## src/rtl/game_state_ctrl.sv

```systemverilog
// Round/level/lives sequencer: turns collision edges into DYING/WINNING holds, GAME_OVER and round resets.
// Optional scoring is compiled in when GAME_STATE_SCORE_EN is defined; otherwise score is tied to 0.
module game_state_ctrl #(
   parameter int MAX_LEVEL   = 8,
   parameter int START_LIVES = 3,
   parameter int HOLD_TICKS  = 50
) (
   input  logic       clk,
   input  logic       reset,
   input  logic       clk_enable,
   input  logic       death_collision,
   input  logic       win_collision,
   input  logic       restart,
   output logic [3:0] current_level,
   output logic [1:0] lives,
   output logic       round_reset,
   output logic       freeze,
   output logic       game_over,
   output logic [1:0] state,
   output logic [9:0] score
);

   typedef enum logic [1:0] {
      ST_PLAY      = 2'b00,
      ST_DYING     = 2'b01,
      ST_WINNING   = 2'b10,
      ST_GAME_OVER = 2'b11
   } state_t;

   localparam int              CW         = (HOLD_TICKS > 1) ? $clog2(HOLD_TICKS) : 1;
   localparam logic [CW-1:0]   HOLD_LAST  = CW'(HOLD_TICKS - 1);
   localparam logic [3:0]      LEVEL_MAX  = 4'(MAX_LEVEL);
   localparam logic [1:0]      LIVES_INIT = 2'(START_LIVES);

   state_t          state_reg;
   logic [3:0]      level_reg;
   logic [1:0]      lives_reg;
   logic [CW-1:0]   hold_cnt_reg;
   logic            round_reset_reg;

   // Bit 0 death, bit 1 win, bit 2 restart: two-stage sample so an event is a registered rising edge.
   logic [2:0] raw_in;
   logic [2:0] rise;
   assign raw_in = {restart, win_collision, death_collision};

   generate
      for (genvar gi = 0; gi < 3; gi++) begin : g_edge
         logic sample_reg;
         logic prev_reg;
         always_ff @(posedge clk) begin
            if (reset) begin
               sample_reg <= 1'b0;
               prev_reg   <= 1'b0;
            end else begin
               sample_reg <= raw_in[gi];
               prev_reg   <= sample_reg;
            end
         end
         assign rise[gi] = sample_reg & ~prev_reg;
      end
   endgenerate

   logic holding;
   logic hold_done;
   logic win_done;
   logic restart_go;
   assign holding    = (state_reg == ST_DYING) || (state_reg == ST_WINNING);
   assign hold_done  = holding && clk_enable && (hold_cnt_reg == HOLD_LAST);
   assign win_done   = hold_done && (state_reg == ST_WINNING);
   assign restart_go = (state_reg == ST_GAME_OVER) && rise[2];

   always_ff @(posedge clk) begin
      if (reset) begin
         state_reg       <= ST_PLAY;
         level_reg       <= 4'd1;
         lives_reg       <= LIVES_INIT;
         hold_cnt_reg    <= '0;
         round_reset_reg <= 1'b0;
      end else begin
         round_reset_reg <= 1'b0;
         case (state_reg)
            ST_PLAY: begin
               // A simultaneous win edge is dropped in favour of the death.
               if (rise[0]) begin
                  hold_cnt_reg <= '0;
                  if (lives_reg > 2'd1) begin
                     lives_reg <= lives_reg - 2'd1;
                     state_reg <= ST_DYING;
                  end else begin
                     lives_reg <= 2'd0;
                     state_reg <= ST_GAME_OVER;
                  end
               end else if (rise[1]) begin
                  hold_cnt_reg <= '0;
                  state_reg    <= ST_WINNING;
               end
            end
            ST_DYING, ST_WINNING: begin
               if (hold_done) begin
                  hold_cnt_reg    <= '0;
                  round_reset_reg <= 1'b1;
                  state_reg       <= ST_PLAY;
               end else if (clk_enable) begin
                  hold_cnt_reg <= hold_cnt_reg + 1'b1;
               end
               if (win_done) begin
                  level_reg <= (level_reg == LEVEL_MAX) ? 4'd1 : level_reg + 4'd1;
               end
            end
            default: begin
               if (restart_go) begin
                  level_reg       <= 4'd1;
                  lives_reg       <= LIVES_INIT;
                  round_reset_reg <= 1'b1;
                  state_reg       <= ST_PLAY;
               end
            end
         endcase
      end
   end

`ifdef GAME_STATE_SCORE_EN
   logic [9:0]  score_reg;
   logic [10:0] score_sum;
   assign score_sum = {1'b0, score_reg} + 11'(level_reg);

   always_ff @(posedge clk) begin
      if (reset) begin
         score_reg <= '0;
      end else if (restart_go) begin
         score_reg <= '0;
      end else if (win_done) begin
         score_reg <= (score_sum > 11'd999) ? 10'd999 : score_sum[9:0];
      end
   end
   assign score = score_reg;
`else
   assign score = '0;
`endif

   assign current_level = level_reg;
   assign lives         = lives_reg;
   assign round_reset   = round_reset_reg;
   assign state         = state_reg;
   assign freeze        = (state_reg != ST_PLAY);
   assign game_over     = (state_reg == ST_GAME_OVER);

endmodule
```

## config.mk

```make
export PLATFORM = sky130hd
export DESIGN_NAME = game_state_ctrl
export DESIGN_NICKNAME = d
export VERILOG_FILES = /design/src/rtl/game_state_ctrl.sv
export SDC_FILE = /design/constraint.sdc
export NUM_CORES = 1
export LEC_CHECK = 0
export ABC_AREA = 1
export BUFFER_PORTS_ARGS = -buffer_cell sky130_fd_sc_hd__clkbuf_2
export CELL_PAD_IN_SITES_DETAIL_PLACEMENT = 1
export CELL_PAD_IN_SITES_GLOBAL_PLACEMENT = 1
export CORE_ASPECT_RATIO = 1.5
export CORE_MARGIN = 1
export CORE_UTILIZATION = 39
export CTS_BUF_LIST = sky130_fd_sc_hd__clkbuf_8
export CTS_CLUSTER_DIAMETER = 100
export CTS_CLUSTER_SIZE = 25
export DETAILED_ROUTE_END_ITERATION = 7
export PLACE_DENSITY_LB_ADDON = 0.08
export SLEW_MARGIN = 15
export SYNTH_ARGS = -nofsm -noshare
export SYNTH_HDL_FRONTEND = slang
export SYNTH_SLANG_ARGS = --single-unit
```

## constraint.sdc

```tcl
create_clock -name clk -period 2.1 [get_ports clk]
set_input_delay 0.105 -clock clk [delete_from_list [all_inputs] [get_ports clk]]
set_output_delay 0.105 -clock clk [all_outputs]
set_load 0.02 [all_outputs]
```

After elaboration in Yosys (flattened, before gate mapping) --
Cells that the tools add are included.
Operators by class: eq/ne operators 10, div/mod/pow operators 0, order comparisons 1, add/subtract/negate cells 3, reduce and logical (&&, ||, !) cells 16, bitwise logic cells 8, muxes and demuxes 22, shifts and indexed selects 0, multiply operators 0
Operator list (number):
- $mux W6 | 4
- $mux W2 | 8
- $mux W4 | 3
- $pmux W6 S2 | 1
- $reduce_and A3 Y1 | 4
- $pmux W2 S2 | 2
- $pmux W4 S2 | 1
- $reduce_bool A2 Y1 | 4
- $add A6 B1 Y6 const B | 1
- $eq A6 B6 Y1 const B | 1
- $ne A2 B2 Y1 const B | 3
- $ne A3 B3 Y1 const B | 2
- $not A1 Y1 | 5
- $add A4 B1 Y4 const B | 1
- $eq A2 B2 Y1 const B | 2
- $eq A4 B4 Y1 const B | 1
- $logic_and A1 B1 Y1 | 4
- $and A1 B1 Y1 | 3
- $reduce_bool A3 Y1 | 1
- $eq A2 B1 Y1 const B | 1
- $gt A2 B1 Y1 const B | 1
- $logic_not A2 Y1 | 1
- $mux W1 | 2
- $pmux W1 S2 | 1
- other kinds (3) | 3
Storage, ports and cells: logic and storage cells 71, bits in writable memories 0, bits in read-only memories 0, register bits 21, memories 0, output and inout bits 21, input bits 6, bits in latches 0

Longest topological paths before layout --
Gate-level depths: netlist (run 1).
depth after elaboration 7, mapped depth 11, mapped depth without buffers 10

Worst setup path before layout (run 1) --
OpenSTA, ideal clock, no wires.
kind register to register, start reg state_reg[0] (netlist: state[0]), end reg state_reg[0] (netlist: state[0]), setup time 0.113 ns, path buffers 1, stages on the path, launching flop included 12, data arrival time 1.540 ns, setup slack 0.447 ns, data required time 1.987 ns, period minus slack after synthesis 1.653 ns, path through dfxtp_1 inv_1 ha_1 buf_6 inv_1 nand3_1 nand2_1 inv_1 nand2_1 nand2_1 nand2_1 nor2_1
Between the ends: word-level cells in the longest chain between the ends 6, elaborated cells between the ends (all ways) 14, those cells by class eq/ne (5); mux (1); reduce/logical (8)
RTL lines:
- from (decl) | RTL line 35 | state_t state_reg;
- from (signal assigned) | RTL line 74 | state_reg <= ST_PLAY;
- from (signal assigned) | RTL line 88 | state_reg <= ST_DYING;
- from (signal assigned) | RTL line 91 | state_reg <= ST_GAME_OVER;
- $eq A2 B1 Y1 or $eq A2 B2 Y1 (tied branches) | RTL line 67, 81
- $logic_or A1 B1 Y1 | RTL line 67 | assign holding = (state_reg == ST_DYING) || (state_reg == ST_WINNING);
- $logic_and A1 B1 Y1 (2 in series) | RTL line 68 | assign hold_done = holding && clk_enable && (hold_cnt_reg == HOLD_LAST);
- $ne A2 B2 Y1 (no line)
- $reduce_and A3 Y1 (no line)
Parallel ways exist; a longest one is shown, timed or not. A chain may end at the register's enable or synchronous reset.

Worst setup path in the final report (run 1) --
Same ends and word-level chain as after synthesis.

==> results.md, run 1 <==
* GP Congestion at approximately 0.8
* Cell leakage power at between 0.0007 and 0.0008 uW
* Final Power at approximately 1600 uW
* Reg2Reg Setup Slack at between 0.2 and 0.3 ns
* Antenna diodes at 0
* Mux cell area share after synthesis at 0
* WS Path Type: reg2reg
* Adder-cell share of the synthesized area at 0.0805
* Core area at between 0.002 and 0.003 mm^2
* Detailed Routing Iterations Pass 1 at 4
* Warnings, synthesis at 0
* Tot GR Track Use at 0.188
* Status: complete, no violations
* Number of global-route vias before repair at 1136
* Final antenna-violating net count at 0
* Distinct cells, synth at 25
* Syn-to-layout area delta at 9.36%
* # Post-CTS Setup Buffers at 0
* WL/cell at about 12 um
* Max-capacitance violation count at 0
* Post-synthesis instance area at ~0.0012 mm^2
* CTS tree: built
* Synth Area per Inst at 7.03 um^2
* Die height at around 71 um
* # fillers at ~410
* Clock buffer depth at 2
* Unrepaired setup endpoints after global routing: no
* Synth Area in XOR/XNOR at 0.00704
* # DRC at 0
* R2r startpoint: state[0]
* Dpl hpwl at approximately 2300 um
* Clk Latency, worst-skew pair at 0.26 ns
* Worst Clk Skew at between 0.006 and 0.007 ns
* Routed WL at 2800 um
* Worst min-delay path class: in2reg
* Setup TNS at 0 ns
* Pins Over Slew Limit at 0
* Overflow after GRT at 0
* Max frequency at ~0.55 GHz
* Die ar. at 0.00342 mm^2
* Crit end category: flop
* Max reg flops at 6
* IO Pins at 27
* Worst Hold Path EP: g_edge[2].sample_reg
* Required time of the critical path at approximately 2.3 ns
* Critical path arrival at ~2.0 ns
* Period utilization at 0.869
* Register area share after synthesis at 0.338
* Final setup viols at 0
* CTS root buf: clkbuf_8
* Peak supply drop at between 0.0004 and 0.0005 V
* Flops & latches, synth at 21
* CTS buffer count at 3
* Post-CTS Hold Fix Bufs at 0
* Worst reg2reg path depth at 9
* Post-cts resize count at 0
* Cells after Synth at between 150 and 200
* Clock-pin slew on the worst setup and hold paths at about 0.080 ns
* Hold path startpoint: restart
* Reg2reg end: state[0]
* Share of cells above drive strength 1 at 0.170
* Worst setup SP type: flop
* Crit path time final at 1.83 ns
* H-tree levels at 1
* Routed vias at ~1100
* Starting Density at 0.418
* Clk sink count at 21
* Die width at ~48 um
* Vias per cell at around 4.6
* Main combinational cell family by area after synthesis: simple AND/OR/NAND/NOR gates
* CP Max Fanout at 8
* Complex-gate fraction of the synthesized area at 0.0704
* Final net count at ~210
* Hold Crit Depth at 3
* Number of port buffers at 16
* Largest net degree at the start of global routing at 12
* Initial antenna violation count at 0
* PwrDens at around 1200 mW/mm^2
* Simple-Gate Fraction of Synth Area at 0.318
* Final hold viol count at 0
* First-pass GRT wire length at between 4000 and 5000 um
* Number of DRC markers in iteration 0 at 22
* Site Rows at 24
-- stage by stage --
step	instance area (um^2)	hold slack, ns	setup slack, ns	cells	utilization
CTS	1360	0.0249	0.260	233	0.457
detailed placement	1320	0.308	0.286	229	0.442
floorplan	1280	0.212	0.447	186	-
finish	1360	0.0282	0.275	233	0.457
global route	1360	0.0329	0.120	233	0.457
global placement	1320	0.298	0.358	229	0.442
-- synth_stat cells (all sizes together) --
| master | number | share of area |
|---|---|---|
| a21oi | 5 | 0.029 |
| o211ai | 1 | 0.0060 |
| ha | 8 | 0.080 |
| buf | 12 | 0.073 |
| o31ai | 1 | 0.0060 |
| nand3 | 19 | 0.080 |
| o21ai | 5 | 0.029 |
| inv | 35 | 0.11 |
| nand2 | 40 | 0.14 |
| nand4 | 3 | 0.015 |
| conb | 1 | 0.0030 |
| nor2 | 24 | 0.074 |
| dfxtp | 21 | 0.34 |
| or2 | 1 | 0.0050 |
| xor2 | 1 | 0.0070 |
-- routing by layer --
| layer | wire (um) | up-vias | share of wire | GRT usage |
|---|---|---|---|---|
| met5 | 0 | - | 0 | 0 |
| met4 | 59 | 0 | 0.021 | 0.0772 |
| met3 | 42 | 7 | 0.015 | 0.0281 |
| met2 | 1590 | 15 | 0.57 | 0.348 |
| met1 | 1120 | 504 | 0.40 | 0.193 |
| li1 | - | 549 | - | - |
-- worst max path at each step --
stage / from / to / slack (ns)
3_3_place_gp: state[0] / current_level[1] / 0.36
6_report: state[0] / state[0] / 0.27
2_1_floorplan: state[0] / state[0] / 0.45
4_1_cts: state[0] / state[0] / 0.26
5_1_grt: state[0] / current_level[1] / 0.12
3_5_place_dp: state[0] / state[0] / 0.29
-- kinds of logic after synthesis --
group	count (synthesis)
other	1
buffers and inverters	47
and+or+nand+nor	87
AOI/OAI and AO/OA	12
adders and majority gates	8
xor gates and xnor gates	1
DFF	21
-- power by group --
| group | total, uW | switching (uW) | internal (uW) | leakage (uW) |
|---|---|---|---|---|
| Sequential | 528 | 67.2 | 461 | 0.000172 |
| Clock | 264 | 134 | 130 | 0.0000269 |
| Combinational | 801 | 550 | 251 | 0.000505 |
-- final cells by class --
type,instances,area (um^2),area share
multi-input combinational,118,629,0.463
inverter,35,136,0.100
clock buffer,3,41.3,0.0304
sequential,21,420,0.309
clock inverter,1,3.75,0.00276
timing repair buffer,16,80.1,0.0589
tap,39,48.8,0.0359
-- worst max-delay path: stages (launching register included) --
cell,delay (ns)
dfxtp_1,0.39
inv_1,0.10
ha_1,0.52
inv_1,0.18
nand3_1,0.12
nand2_1,0.06
inv_1,0.06
nand2_1,0.10
nor2_1,0.14
nor2_1,0.06
-- cell usage in the layout, fill, tap and decap left out --
cell       n
o21ai_0    4
a21oi_4    1
o211ai_1   1
or2_1      1
conb_1    10
nand2_4    2
nor2_2     1
nand2_2    5
nand3_2    1
nand4_1    3
inv_1     33
inv_6      1
xor2_1     1
o21ai_4    1
a21oi_1    4
dfxtp_1   21
ha_1       8
o31ai_1    1
clkbuf_2  16
nor2_1    23
clkbuf_8   3
inv_2      2
nand2_1   33
nand3_1   18
(Power assumes the default switching activity.)
==> inputs of run 2 (changes only) <==
--- a/config.mk
+++ b/config.mk
@@ -9,7 +9,7 @@
 export BUFFER_PORTS_ARGS = -buffer_cell sky130_fd_sc_hd__clkbuf_2
 export CELL_PAD_IN_SITES_DETAIL_PLACEMENT = 1
 export CELL_PAD_IN_SITES_GLOBAL_PLACEMENT = 1
-export CORE_ASPECT_RATIO = 1.5
+export CORE_ASPECT_RATIO = 1.75
 export CORE_MARGIN = 1
 export CORE_UTILIZATION = 39
 export CTS_BUF_LIST = sky130_fd_sc_hd__clkbuf_8
==> results.md, run 2 (same netlist as run 1, synthesis figures left out) <==
* # fillers at roughly 400
* Tot GR Track Use at 0.181
* Share of cells above drive strength 1 at 0.175
* Hold path startpoint: death_collision
* CTS buffer count at 3
* CTS tree: built
* Syn-to-layout area delta at 9.76%
* Routed vias at roughly 1100
* Core area at ~0.0030 mm^2
* Clock-pin slew on the worst setup and hold paths at ~0.080 ns
* Crit path buffers/inverters at 2
* Int Power at around 850 uW
* IO Pins at 27
* Post-cts resize count at 0
* Placed cell areas at ~0.0013 mm^2
* Crit end category: flop
* GP Congestion at around 0.84
* Final hold slack at ~0.026 ns
* Final Power at 1620 uW
* CTS root buf: clkbuf_8
* Final Core Density at 0.461
* Die height at approximately 77 um
* Logic gate share of total power at 0.507
* Cell leakage power at around 0.00070 uW
* Slowest-stage cell, CP: ha_1
* Number of global-route vias before repair at between 1000 and 1500
* Worst Hold Path EP: g_edge[0].sample_reg
* Critical path arrival at 2.05 ns
* Most common cell after layout, fill and taps aside: nand2_1
* Starting Density at 0.420
* PwrDens at between 1000 and 1500 mW/mm^2
* FF/Latch Area at approximately 420 um^2
* # Post-CTS Setup Buffers at 0
* Multi-input logic area at between 600 and 700 um^2
* Vias per cell at ~4.6
* Required time of the critical path at between 2 and 2.5 ns
* Top Family by Delay on Critical Path: adder cells
* Die ar. at 0.00343 mm^2
* Status: complete, no violations
* Clock buffer depth at 2
* WL/cell at around 12 um
* Final setup viols at 0
* Crit path time final at 1.85 ns
* Seq pwr share at 0.328
* CP Max Fanout at 8
* Layout Cell Area excl Fill at around 0.0014 mm^2
* Peak supply drop at 0.000650 V
* Switching pwr at around 770 uW
* Number of DRC markers in iteration 0 at 7
* Net Sw Frac at 0.475
* Site Rows at 26
* Final net count at between 200 and 250
* Reg2Reg Setup Slack at between 0.2 and 0.25 ns
* Hold Crit Depth at 3
* Max frequency at between 0.5 and 0.6 GHz
* R2r startpoint: state[0]
* Worst min-delay path class: in2reg
* Initial antenna violation count at 0
* Clk Latency, worst-skew pair at around 0.26 ns
* Critical path cell sequence: inv_1 > ha_1 > inv_1 > a21oi_4 > nand2_2 > nand2_1 > nand2_1 > nor2_1
* Most frequent cells in the layout: nand2_1, inv_1, nor2_1
* Max-capacitance violation count at 0
* Final hold viol count at 0
* Worst setup SP type: flop
* Pins Over Slew Limit at 0
* Max reg flops at 6
* Post-CTS Hold Fix Bufs at 0
* Worst reg2reg path depth at 8
* # DRC at 0
* Dpl hpwl at about 2400 um
* H-tree levels at 1
* Period utilization at 0.881
* Largest net degree at the start of global routing at 13
* Clock power frac at 0.165
* Unrepaired setup endpoints after global routing: no
* Routed WL at 2850 um
* Die width at approximately 45 um
* Overflow after GRT at 0
* Setup TNS at 0 ns
* Critical Path Max Stage Delay at ~0.54 ns
* Clk sink count at 21
* Worst Clk Skew at around 0.0018 ns
* First-pass GRT wire length at 4680 um
* WS Path Type: reg2reg
* Final antenna-violating net count at 0
* Detailed Routing Iterations Pass 1 at 5
* Number of port buffers at 16
* Antenna diodes at 0
* Reg2reg end: current_level[1]
run 2: cell count changes in the layout (fill, tap and decap cells not counted):
| cell | before | now |
|---|---|---|
| clkinv_2 | 0 | 1 |
| inv_1 | 33 | 32 |
run 2: layout make-up:
type                            count  area share
Inverter                           35      0.0999
Multi-Input combinational cell    118       0.461
Clock buffer                        3      0.0302
Clock inverter                      1     0.00367
Tap cell                           42      0.0385
Timing Repair Buffer               16      0.0587
Sequential cell                    21       0.308
run 2: worst max-delay path by stage:
stage	startpoint	end	slack, ns	cells after the start
after global placement	state[0]	current_level[0]	0.39	7
final	state[0]	current_level[1]	0.25	8
after detailed placement	state[0]	current_level[1]	0.30	8
after global routing	state[0]	state[0]	0.12	10
after CTS	state[0]	current_level[1]	0.25	8
after floorplan	state[0]	state[0]	0.45	11
run 2: per-stage QoR:
step / cells / setup WS [ns]
finish: 236 / 0.249
global route: 236 / 0.123
CTS: 236 / 0.255
detailed placement: 232 / 0.301
global placement: 232 / 0.394
floorplan: 186 / 0.447
run 2: metal layers:
metal	up-vias	GRT usage	wire length [um]
li1	554	-	-
met1	506	0.168	1030
met2	25	0.360	1690
met3	8	0.0235	79
met4	0	0.0727	50
met5	-	0	0
run 2: worst register-to-register path, stage by stage (launching register included):
cell	delay, ns
dfxtp_1	0.39
inv_1	0.10
ha_1	0.54
inv_1	0.18
a21oi_4	0.24
nand2_2	0.10
nand2_1	0.08
nand2_1	0.06
nor2_1	0.10
run 2: power by group through the flow:
stage          logic (uW)  clock network [uW]  registers (uW)
2_1_floorplan         601                   0             578
3_3_place_gp          789                   0             533
3_5_place_dp          819                   0             538
4_1_cts               829                 275             530
5_1_grt               911                 289             540
6_report              819                 266             530
==> inputs of run 3 (changes only) <==
--- a/config.mk
+++ b/config.mk
@@ -11,12 +11,13 @@
 export CELL_PAD_IN_SITES_GLOBAL_PLACEMENT = 1
 export CORE_ASPECT_RATIO = 1.75
 export CORE_MARGIN = 1
-export CORE_UTILIZATION = 39
+export CORE_UTILIZATION = 32
 export CTS_BUF_LIST = sky130_fd_sc_hd__clkbuf_8
 export CTS_CLUSTER_DIAMETER = 100
 export CTS_CLUSTER_SIZE = 25
 export DETAILED_ROUTE_END_ITERATION = 7
-export PLACE_DENSITY_LB_ADDON = 0.08
+export GPL_ROUTABILITY_DRIVEN = 0
+export PLACE_DENSITY = 0.75
 export SLEW_MARGIN = 15
 export SYNTH_ARGS = -nofsm -noshare
 export SYNTH_HDL_FRONTEND = slang
==> results.md, run 3 (same netlist as run 1, synthesis figures left out) <==
* WL/cell at between 10 and 15 um
* Tot GR Track Use at 0.149
* Clk Latency, worst-skew pair at around 0.27 ns
* Detailed Routing Iterations Pass 1 at 2
* Dpl hpwl at roughly 2100 um
* PwrDens at roughly 1200 mW/mm^2
* Core area at ~0.0037 mm^2
* CTS root buf: clkbuf_8
* Peak supply drop at ~0.00067 V
* Routed WL at 2620 um
* # fillers at approximately 500
* Layout Cell Area excl Fill at around 0.0014 mm^2
* Clk sink count at 21
* Cell leakage power at around 0.0007 uW
* Multi-input logic area at around 630 um^2
* Worst setup SP type: flop
* Number of DRC markers in iteration 0 at 3
* Starting Density at 0.339
* Crit end category: flop
* Overflow after GRT at 0
* First-pass GRT wire length at approximately 4700 um
* Number of port buffers at 16
* Clock-pin slew on the worst setup and hold paths at 0.08 ns
* Required time of the critical path at 2.28 ns
* Most frequent cells in the layout: nand2_1, inv_1, nor2_1
* Number of global-route vias before repair at between 1000 and 1500
* IO Pins at 27
* Final net count at approximately 210
* Largest net degree at the start of global routing at 13
* Placed cell areas at 0.00132 mm^2
* Most common cell after layout, fill and taps aside: nand2_1
* Die width at just under 50 um
* Share of cells above drive strength 1 at 0.175
* Antenna diodes at 0
* Pins Over Slew Limit at 0
* Worst min-delay path class: in2reg
* Final hold viol count at 0
* Crit path time final at between 1.5 and 2 ns
* Critical path arrival at roughly 2.0 ns
* CTS buffer count at 3
* Site Rows at 29
* Final Power at between 1500 and 2000 uW
* Post-CTS Hold Fix Bufs at 0
* H-tree levels at 1
* Status: complete, no violations
* WS Path Type: reg2reg
* Unrepaired setup endpoints after global routing: no
* Die height at 84.5 um
* FF/Latch Area at 420 um^2
* Max frequency at between 0.5 and 0.6 GHz
* Initial antenna violation count at 0
* Final antenna-violating net count at 0
* Clock buffer depth at 2
* Worst Clk Skew at around 0.0019 ns
* Max-capacitance violation count at 0
* # DRC at 0
* Vias per cell at ~4.5
* Routed vias at 1088
* CTS tree: built
* Post-cts resize count at 0
* CP Max Fanout at 8
* # Post-CTS Setup Buffers at 0
* Period utilization at 0.863
* Syn-to-layout area delta at 10.2%
* Final setup viols at 0
* Max reg flops at 6
* Setup TNS at 0 ns
* Die ar. at just over 0.004 mm^2
[run 3: worst max-delay path, stage by stage (launching register included)]
cell and delay, ns:
dfxtp_1 0.39, inv_1 0.09, ha_1 0.51, inv_1 0.18
a21oi_4 0.23, nand2_2 0.11, a21oi_1 0.14, nor2_1 0.05
[run 3: layout make-up]
cell class | instances | area share
tap | 46 | 0.0420
clock inverter | 1 | 0.00365
clock buffer | 3 | 0.0301
timing repair buffer | 16 | 0.0584
inverter | 35 | 0.0995
multi-input combinational | 118 | 0.459
sequential | 21 | 0.307
[run 3: metal layers]
metal  global-route usage  vias to the layer above  wire length, um
li1                     -                      548                -
met1                0.155                      513             1040
met2                0.271                       20             1400
met3               0.0181                        7               78
met4               0.0989                        0              105
met5                    0                        -                0
[run 3: worst paths after layout]
kind                         from                    to  slack [ns]  cells past startpoint
max reg2reg              state[0]      current_level[1]        0.29                      7
max                      state[0]      current_level[1]        0.29                      7
min                 win_collision  g_edge[1].sample_reg        0.01                      3
min reg2reg  g_edge[1].sample_reg    g_edge[1].prev_reg        0.42                      2
[run 3: metrics by stage]
| stage | util | cells | setup WS [ns] | hold WS (ns) |
|---|---|---|---|---|
| 6_report | 0.374 | 240 | 0.288 | 0.0107 |
| 4_1_cts | 0.374 | 240 | 0.277 | 0.0146 |
| 3_3_place_gp | 0.361 | 236 | 0.320 | 0.297 |
| 3_5_place_dp | 0.361 | 236 | 0.306 | 0.306 |
| 5_1_grt | 0.374 | 240 | 0.112 | 0.0324 |
| 2_1_floorplan | - | 186 | 0.447 | 0.212 |
[run 3: power by group]
part | switching, uW | internal (uW)
clock | 152 | 133
sequential | 64.6 | 461
combinational | 541 | 251
total | 758 | 845
